**src/rtl/adder_feed_pkg.sv**
```systemverilog
// Shared widths and pixel type for the approximate-adder operand feeder.
package adder_feed_pkg;

  localparam int PIX_W     = 4;
  localparam int SUM_W     = PIX_W + 1;
  localparam int DEPTH_DEF = 4;

  typedef logic [PIX_W-1:0] pixel_t;

endpackage

```
**src/rtl/adder_operand_feeder_fifo.sv**
```systemverilog
// pixel_fifo: small synchronous FIFO holding one pixel stream ahead of pairing.
// A full FIFO refuses a push even when popped in the same cycle; no bypass path.
module pixel_fifo #(
  parameter int W     = 4,
  parameter int DEPTH = 4
) (
  input  logic         clk,
  input  logic         rst_n,
  input  logic         push,
  input  logic [W-1:0] din,
  input  logic         pop,
  output logic         full,
  output logic         empty,
  output logic [W-1:0] head
);

  localparam int AW = $clog2(DEPTH);
  localparam int CW = AW + 1;

  logic [W-1:0]  mem [DEPTH];
  logic [AW-1:0] wr_ptr;
  logic [AW-1:0] rd_ptr;
  logic [CW-1:0] count;
  logic          do_push;
  logic          do_pop;

  assign full    = (count == CW'(DEPTH));
  assign empty   = (count == '0);
  assign do_push = push && !full;
  assign do_pop  = pop && !empty;
  assign head    = mem[rd_ptr];

  always_ff @(posedge clk or negedge rst_n) begin
    if (!rst_n) begin
      wr_ptr <= '0;
      rd_ptr <= '0;
      count  <= '0;
    end else begin
      if (do_push) wr_ptr <= wr_ptr + AW'(1);
      if (do_pop)  rd_ptr <= rd_ptr + AW'(1);
      case ({do_push, do_pop})
        2'b10:   count <= count + CW'(1);
        2'b01:   count <= count - CW'(1);
        default: count <= count;
      endcase
    end
  end

  // Storage needs no reset; occupancy alone decides what is valid.
  always_ff @(posedge clk) begin
    if (do_push) mem[wr_ptr] <= din;
  end

endmodule

```
**src/rtl/adder_operand_feeder.sv**
```systemverilog
// Pairs two buffered pixel streams, drives the adder operands and registers the sum.
// Build option ADDER_FEED_AVG_EN: capture the truncated average (sum >> 1) instead of the sum.
module adder_operand_feeder #(
  parameter int PIX_W = adder_feed_pkg::PIX_W,
  parameter int SUM_W = adder_feed_pkg::SUM_W,
  parameter int DEPTH = adder_feed_pkg::DEPTH_DEF,
  parameter int CNT_W = 16
) (
  input  logic             clk,
  input  logic             rst_n,
  input  logic             a_valid,
  input  logic [PIX_W-1:0] a_data,
  output logic             a_ready,
  input  logic             b_valid,
  input  logic [PIX_W-1:0] b_data,
  output logic             b_ready,
  output logic [PIX_W-1:0] op_a,
  output logic [PIX_W-1:0] op_b,
  input  logic [SUM_W-1:0] sum_in,
  output logic             out_valid,
  output logic [SUM_W-1:0] out_data,
  input  logic             out_ready,
  output logic [CNT_W-1:0] pair_cnt
);

  import adder_feed_pkg::*;

  logic             full_a, empty_a, full_b, empty_b;
  logic [PIX_W-1:0] head_a, head_b;
  logic             pair_ok;
  logic             fire;
  logic [SUM_W-1:0] result;

  pixel_fifo #(.W(PIX_W), .DEPTH(DEPTH)) u_fifo_a (
    .clk   (clk),
    .rst_n (rst_n),
    .push  (a_valid),
    .din   (a_data),
    .pop   (fire),
    .full  (full_a),
    .empty (empty_a),
    .head  (head_a)
  );

  pixel_fifo #(.W(PIX_W), .DEPTH(DEPTH)) u_fifo_b (
    .clk   (clk),
    .rst_n (rst_n),
    .push  (b_valid),
    .din   (b_data),
    .pop   (fire),
    .full  (full_b),
    .empty (empty_b),
    .head  (head_b)
  );

  assign a_ready = rst_n && !full_a;
  assign b_ready = rst_n && !full_b;

  // Operands stay at zero until a pair exists, keeping the adder array quiet.
  assign pair_ok = !empty_a && !empty_b;
  assign op_a    = pair_ok ? head_a : '0;
  assign op_b    = pair_ok ? head_b : '0;
  assign fire    = pair_ok && (!out_valid || out_ready);

`ifdef ADDER_FEED_AVG_EN
  assign result = {1'b0, sum_in[SUM_W-1:1]};
`else
  assign result = sum_in;
`endif

  always_ff @(posedge clk or negedge rst_n) begin
    if (!rst_n) begin
      out_valid <= 1'b0;
      out_data  <= '0;
      pair_cnt  <= '0;
    end else if (fire) begin
      out_valid <= 1'b1;
      out_data  <= result;
      pair_cnt  <= pair_cnt + CNT_W'(1);
    end else if (out_ready) begin
      out_valid <= 1'b0;
    end
  end

endmodule

```
**config.mk**
```make
export PLATFORM = sky130hd
export DESIGN_NAME = adder_operand_feeder
export DESIGN_NICKNAME = d
export VERILOG_FILES = /design/src/rtl/adder_feed_pkg.sv /design/src/rtl/adder_operand_feeder_fifo.sv /design/src/rtl/adder_operand_feeder.sv
export SDC_FILE = /design/constraint.sdc
export NUM_CORES = 1
export LEC_CHECK = 0
export ABC_AREA = 1
export BUFFER_PORTS_ARGS = -buffer_cell sky130_fd_sc_hd__buf_2
export CORE_MARGIN = 2
export CORE_UTILIZATION = 28
export CTS_CLUSTER_DIAMETER = 30
export CTS_CLUSTER_SIZE = 14
export DETAILED_ROUTE_END_ITERATION = 12
export PLACE_DENSITY = 0.44
export SYNTH_ARGS = -nofsm -noshare
export SYNTH_HDL_FRONTEND = slang
export SYNTH_SLANG_ARGS = --single-unit
```
**constraint.sdc**
```tcl
create_clock -name clk -period 1.8 [get_ports clk]
set_input_delay 0.09 -clock clk [delete_from_list [all_inputs] [get_ports clk]]
set_output_delay 0.09 -clock clk [all_outputs]
set_load 0.02 [all_outputs]
```
==> results.cfg, run 1 <==
[grt]
grt_overflow = 0
met3_usage = 0.03510
grt_pass1_vias = 2364
grt_max_degree = 37
use_met1 = 0.1483
antenna_found_initial = 0
gr-usage-all-layers = 0.1170
grt_util_met2 = 0.1935
grt_pass1_wl_mm = 11.57
grt.busiest_layer = met2

[floorplanning]
die-area_um2 = 12550
initial_core_util = 0.2862
dieHeight_um = 112.0
rows = 39
ios = 50
core-area_um2 = 11420
die-width_um = 112.0

[setup_path]
worstReg2RegStart = u_fifo_a.count[0]
cp_max_fo = 3
rr_endpoint = u_fifo_a.count[2]
r2r_setup_slack_ns = 0.06
ff2ff_path_depth = 9
path_class = flop to flop
cp.arrival_ns = 1.94
cp.required_ns = 2.01
worst_setup_path_end_kind = flop
worstSetupStartpointType = flop

[synth]
synth_nets = 359
synth.distinct_cells = 27
synth_top_cell_by_area = edfxtp_1
synth_top_area_share = 0.2940
syn_area_per_cell_um2 = 9.964
syn-instance-count = 328
synthTopCellsByArea = edfxtp_1, dfrtp_1, nor2_1, nand2_1, ha_1
synth-main-ff-cell = dfrtp_1
async_flop_share = 0.5294
seq_area_frac_synth = 0.5697
synth_area_um2 = 3268
synth_seq_cells = 68
synth_edf_count = 32
synth_most_common_cell = nor2_1
ys_top_cells_by_count = nor2_1, nand2_1, dfrtp_1, inv_1, edfxtp_1
ys_warn_count = 0

[drt]
viasPerCell = 4.189
wl_mm = 6.814
ant_nets = 0
num_vias = 2367
drc = 0
drtPass1Iterations = 4
wl_per_cell_um = 12.06
first_iter_violations = 58

[place]
dp_hpwl_mm = 4.704
dp_slack_ns = -0.009694
io_buffers = 49
gp_congestion = 0.7380

[pwr]
leakagePower_nw = 1.953
p_per_area_nw_per_um2 = 1711
ir_drop_mv = 0.8178
p_total_w = 0.007319

[cts]
clkSinkCount = 68
clk_latency_ns = 0.33
cts_buffer_depth = 2
cts_made_buffers = 9
tritoncts = done
clk_pin_slew_ns = 0.06
clockRootBuffer = clkbuf_16
h-tree-depth = 3

[sta]
relSlewSlack = 0.6829
fin_skew_ns = 0.004849
setup_ws_ns = 0.06477
worst_pin_slew_ns = 0.4756
max_freq_mhz = 576.3
fin_crit_ns = 1.735
rsz0062_at_grt = yes
setup_viol = 0
hold_violations = 0
slew_viol_final = 0
post-route-period-util = 0.9640

[finish]
area_delta_synth_final_pct = 30.86
layout-drive-gt1-share = 0.2773
final_core_util = 0.3745
diodes = 0
fillers = 1184
final_nets = 448

[min_path]
whs_endpoint = out_valid
holdCritPathClass = input pin to flop
min_from = out_ready
min_delay_path_depth = 4

[job]
cap_violations = 0

[run_status]
status = finished clean
-- worst max-delay path, stage by stage (launching register included) --
cell,delay [ns]
dfrtp_1,0.41
nor2_4,0.17
nand2_2,0.06
nand2_2,0.07
ha_2,0.17
inv_2,0.05
fa_2,0.33
a21oi_1,0.13
o21ai_1,0.09
xor2_1,0.14
-- stage by stage --
| stage | hold slack (ns) | cells | setup TNS, ns | cell area (µm²) |
|---|---|---|---|---|
| after floorplan | -0.2056 | 328 | 0 | 3291 |
| after global placement | 0.2279 | 526 | 0 | 3747 |
| after detailed placement | 0.2210 | 526 | -0.009694 | 3747 |
| after CTS | 0.1174 | 557 | 0 | 4189 |
| after global routing | 0.1674 | 565 | -0.004483 | 4277 |
| final | 0.1368 | 565 | 0 | 4277 |
-- sequential cells by signal, summed over array words and instances, names as in the netlist --
| register | flops |
|---|---|
| u_fifo_b.rd_ptr | 2 |
| out_valid | 1 |
| u_fifo_a.rd_ptr | 2 |
| u_fifo_a.mem | 16 |
| u_fifo_b.mem | 16 |
| u_fifo_b.count | 3 |
| u_fifo_a.count | 3 |
| u_fifo_b.wr_ptr | 2 |
| out_data | 5 |
| u_fifo_a.wr_ptr | 2 |
| pair_cnt | 16 |
-- what timing repair did --
item / CTS / global route
gates resized for setup: 0 / 10
pin swaps: 0 / 7
setup endpoints to repair: 2 / 4
hold endpoints to repair: 73 / 0
buffers inserted: 1 / 8
hold buffers: 14 / 0
-- layer usage --
metal | routed length, µm | vias to the layer above
li1 | - | 1224
met1 | 3215 | 1092
met2 | 3209 | 43
met3 | 307 | 8
met4 | 80 | 0
met5 | 0 | -
-- layout make-up --
class,instances,area [µm²],area share
Clock buffer,10,229.0,0.05354
Clock inverter,6,65.06,0.01521
Inverter,41,153.9,0.03599
Multi-Input combinational cell,213,1245,0.2911
Sequential cell,68,1862,0.4353
Tap cell,143,178.9,0.04184
Timing Repair Buffer,84,543.0,0.1270
-- worst max path at each step --
stage                            startpoint                 to  slack, ns  cells past startpoint
after floorplan           u_fifo_a.count[1]  u_fifo_a.count[1]      0.004                      9
after global placement    u_fifo_a.count[1]  u_fifo_a.count[1]       0.06                      8
after detailed placement  u_fifo_b.count[1]  u_fifo_a.count[1]      -0.01                      8
after CTS                 u_fifo_b.count[1]  u_fifo_a.count[2]      0.001                     10
after global routing      u_fifo_b.count[2]  u_fifo_a.count[2]     -0.004                     10
final                     u_fifo_a.count[0]  u_fifo_a.count[2]       0.06                      9
-- power breakdown --
| group | total [W] | switching (W) | internal [W] |
|---|---|---|---|
| Combinational | 0.00318 | 0.00195 | 0.00124 |
| Sequential | 0.00242 | 0.000317 | 0.00211 |
| Clock | 0.00171 | 0.000643 | 0.00107 |
| Total | 0.00732 | 0.00291 | 0.00441 |
-- cell usage in the layout, fill, tap and decap left out, types with 2 or more instances in the layout --
master / n
nand2_2: 8
edfxtp_1: 32
fa_2: 2
nor2_2: 2
inv_1: 34
nand3_1: 8
dfrtp_1: 36
nor2_4: 7
a21oi_1: 13
clkinv_4: 2
nand2_4: 3
buf_2: 49
nand4_1: 8
clkbuf_16: 9
clkinv_2: 2
ha_1: 9
inv_2: 5
xnor2_1: 5
nor2_1: 56
buf_4: 21
xor2_1: 11
o21ai_1: 2
o21ai_0: 17
nand2_1: 55
dlygate4sd3_1: 14
clkinv_1: 2
-- cell families after synthesis --
group	count (synthesis)	share of synthesized area
simple gates	150	0.2125
flops	68	0.5697
buf+inv	47	0.06164
compound gates	32	0.04900
xor+xnor	18	0.05283
fa+ha+maj	13	0.05436
No activity file was read; power rests on OpenSTA's default activity.
==> inputs of run 2 (changes only) <==
--- a/config.mk
+++ b/config.mk
@@ -7,7 +7,7 @@
 export LEC_CHECK = 0
 export ABC_AREA = 1
 export BUFFER_PORTS_ARGS = -buffer_cell sky130_fd_sc_hd__buf_2
-export CORE_MARGIN = 2
+export CORE_ASPECT_RATIO = 1.1
 export CORE_UTILIZATION = 28
 export CTS_CLUSTER_DIAMETER = 30
 export CTS_CLUSTER_SIZE = 14
==> run 2 against run 1 <==
Against the previous run: non-clock buffer count is 3 lower; utilization is 0.062 points higher; first-iteration DRC count is 3.4% higher; sequential power hardly changed; sequential share of layout area is 0.15 points lower; clock skew is 0.0015 ns lower; critical path depth stayed put; routed wire length is 0.92% higher; total power is 1.2% higher; highest routed layer unchanged; clock-buffer cell count is 2 higher.
==> results.cfg, run 2 (same netlist as run 1, synthesis figures left out) <==
[run_status]
status = finished clean

[setup_path]
worst_setup_path_end_kind = flop
worstSetupStartpointType = flop
cp.required_ns = 2.01
path_cells = nor2_4 > nand2_2 > nand2_2 > ha_4 > inv_4 > fa_2 > a21oi_2 > o21ai_2 > xor2_1
slowest_stage = dfrtp_1
cpPeakStageDelay_ns = 0.41
timing.critical_path.buf_inv = 1
path_class = flop to flop
crit_top_cell = nand2_2
cp.arrival_ns = 1.93
path_delay_family = adder cells
ff2ff_path_depth = 9
r2r_setup_slack_ns = 0.08
worstReg2RegStart = u_fifo_a.count[0]
rr_endpoint = u_fifo_a.count[2]
cp_max_fo = 3

[sta]
rsz0062_at_grt = yes
hold_violations = 0
fin_skew_ns = 0.003353
fin_crit_ns = 1.717
slew_viol_final = 0
setup_viol = 0
max_freq_mhz = 582.4
worst_pin_slew_ns = 0.4864
setup_ws_ns = 0.08295
post-route-period-util = 0.9539
relSlewSlack = 0.6758

[pwr]
ir_drop_mv = 0.7278
p_per_area_nw_per_um2 = 1725
leakagePower_nw = 1.935

[min_path]
holdCritPathClass = input pin to flop
min_from = out_ready
min_delay_path_depth = 4
whs_endpoint = out_valid

[drt]
num_vias = 2368
wl_mm = 6.877
drtPass1Iterations = 4
wl_per_cell_um = 12.09
viasPerCell = 4.162
first_iter_violations = 60
drc = 0
ant_nets = 0

[grt]
gr-usage-all-layers = 0.1237
antenna_found_initial = 0
grt.busiest_layer = met2
grt_pass1_vias = 2274
grt_max_degree = 37
use_met1 = 0.1521
grt_overflow = 0
grt_pass1_wl_mm = 11.15
grt_util_met2 = 0.1982
met3_usage = 0.03458

[floorplanning]
dieHeight_um = 115.3
initial_core_util = 0.2857
core-area_um2 = 11440
rows = 41
die-area_um2 = 12110
die-width_um = 105.0
ios = 50

[finish]
diodes = 0
fin_area_um2 = 4292
top_regs = pair_cnt: 16 flops, u_fifo_a.mem: 16 flops, u_fifo_b.mem: 16 flops
finalNonFillerCells = 569
layout-drive-gt1-share = 0.2745
fillers = 1184
final_cell_mix = nand2_1, nor2_1, buf_2, dfrtp_1, inv_1
area_delta_synth_final_pct = 31.32
seq_area_um2 = 1862
final_nets = 445
multi_input_area_um2 = 1270

[cts]
cts_buffer_depth = 2
cts_made_buffers = 9
h-tree-depth = 3
clk_pin_slew_ns = 0.06
clockRootBuffer = clkbuf_16
tritoncts = done
clk_latency_ns = 0.33
clkSinkCount = 68

[place]
io_buffers = 49
dp_hpwl_mm = 4.637
placed_cell_area_um2 = 3734
dp_cells = 530
gp_congestion = 0.7028
dp_slack_ns = -0.02331

[job]
cap_violations = 0
-- run 2: through the flow --
step           TNS [ns]  power [W]    util  hold slack [ns]
6_report              0   0.007403  0.3752           0.1556
5_1_grt        -0.08559   0.008048  0.3752           0.1604
4_1_cts               0   0.007270  0.3664           0.1236
3_5_place_dp   -0.03512   0.005404  0.3264           0.2308
3_3_place_gp          0   0.005357  0.3264           0.2247
2_1_floorplan         0   0.004576       -          -0.2056
-- run 2: cell type report --
| cell class | count | area share |
|---|---|---|
| Clock inverter | 4 | 0.01137 |
| Multi-Input combinational cell | 213 | 0.2959 |
| Sequential cell | 68 | 0.4338 |
| Timing Repair Buffer | 81 | 0.1213 |
| Clock buffer | 12 | 0.05743 |
| Tap cell | 150 | 0.04373 |
| Inverter | 41 | 0.03644 |
-- run 2: what timing repair did --
action                                  in CTS  in global routing
hold endpoints to repair                    73                  0
pin swaps                                    0                  9
gates resized for setup                      1                 15
endpoints found under the setup margin       3                  4
setup buffers                                3                  6
hold buffers                                14                  0
-- run 2: how the worst max path moves through the flow --
stage / startpoint / to / slack, ns / cells past startpoint
finish: u_fifo_a.count[0] / u_fifo_a.count[2] / 0.08 / 9
global route: u_fifo_a.count[0] / u_fifo_b.count[2] / -0.05 / 11
CTS: u_fifo_a.count[1] / u_fifo_a.count[1] / 0.0009 / 8
detailed placement: u_fifo_a.count[1] / u_fifo_a.count[1] / -0.02 / 8
global placement: u_fifo_a.count[0] / u_fifo_b.count[2] / 0.05 / 11
floorplan: u_fifo_a.count[1] / u_fifo_a.count[1] / 0.004 / 9
-- run 2: routing by layer --
| metal | part of all wire | wire length [µm] | vias up |
|---|---|---|---|
| li1 | - | - | 1218 |
| met1 | 0.47 | 3237 | 1103 |
| met2 | 0.47 | 3230 | 37 |
| met3 | 0.039 | 269 | 10 |
| met4 | 0.020 | 138 | 0 |
| met5 | 0 | 0 | - |
-- run 2: worst reg2reg max path, cell delays in order, from the launching register on --
cell and delay (ns):
dfrtp_1 0.41, nor2_4 0.17, nand2_2 0.06, nand2_2 0.08, ha_4 0.14, inv_4 0.04, fa_2 0.35, a21oi_2 0.14
o21ai_2 0.07, xor2_1 0.13
-- run 2: report_power, final --
| group | leakage (nW) | switching, W | internal, W | total [W] |
|---|---|---|---|---|
| clock | 0.136 | 0.000642 | 0.00111 | 0.00175 |
| combinational | 1.06 | 0.00199 | 0.00125 | 0.00324 |
| sequential | 0.735 | 0.000314 | 0.00211 | 0.00242 |
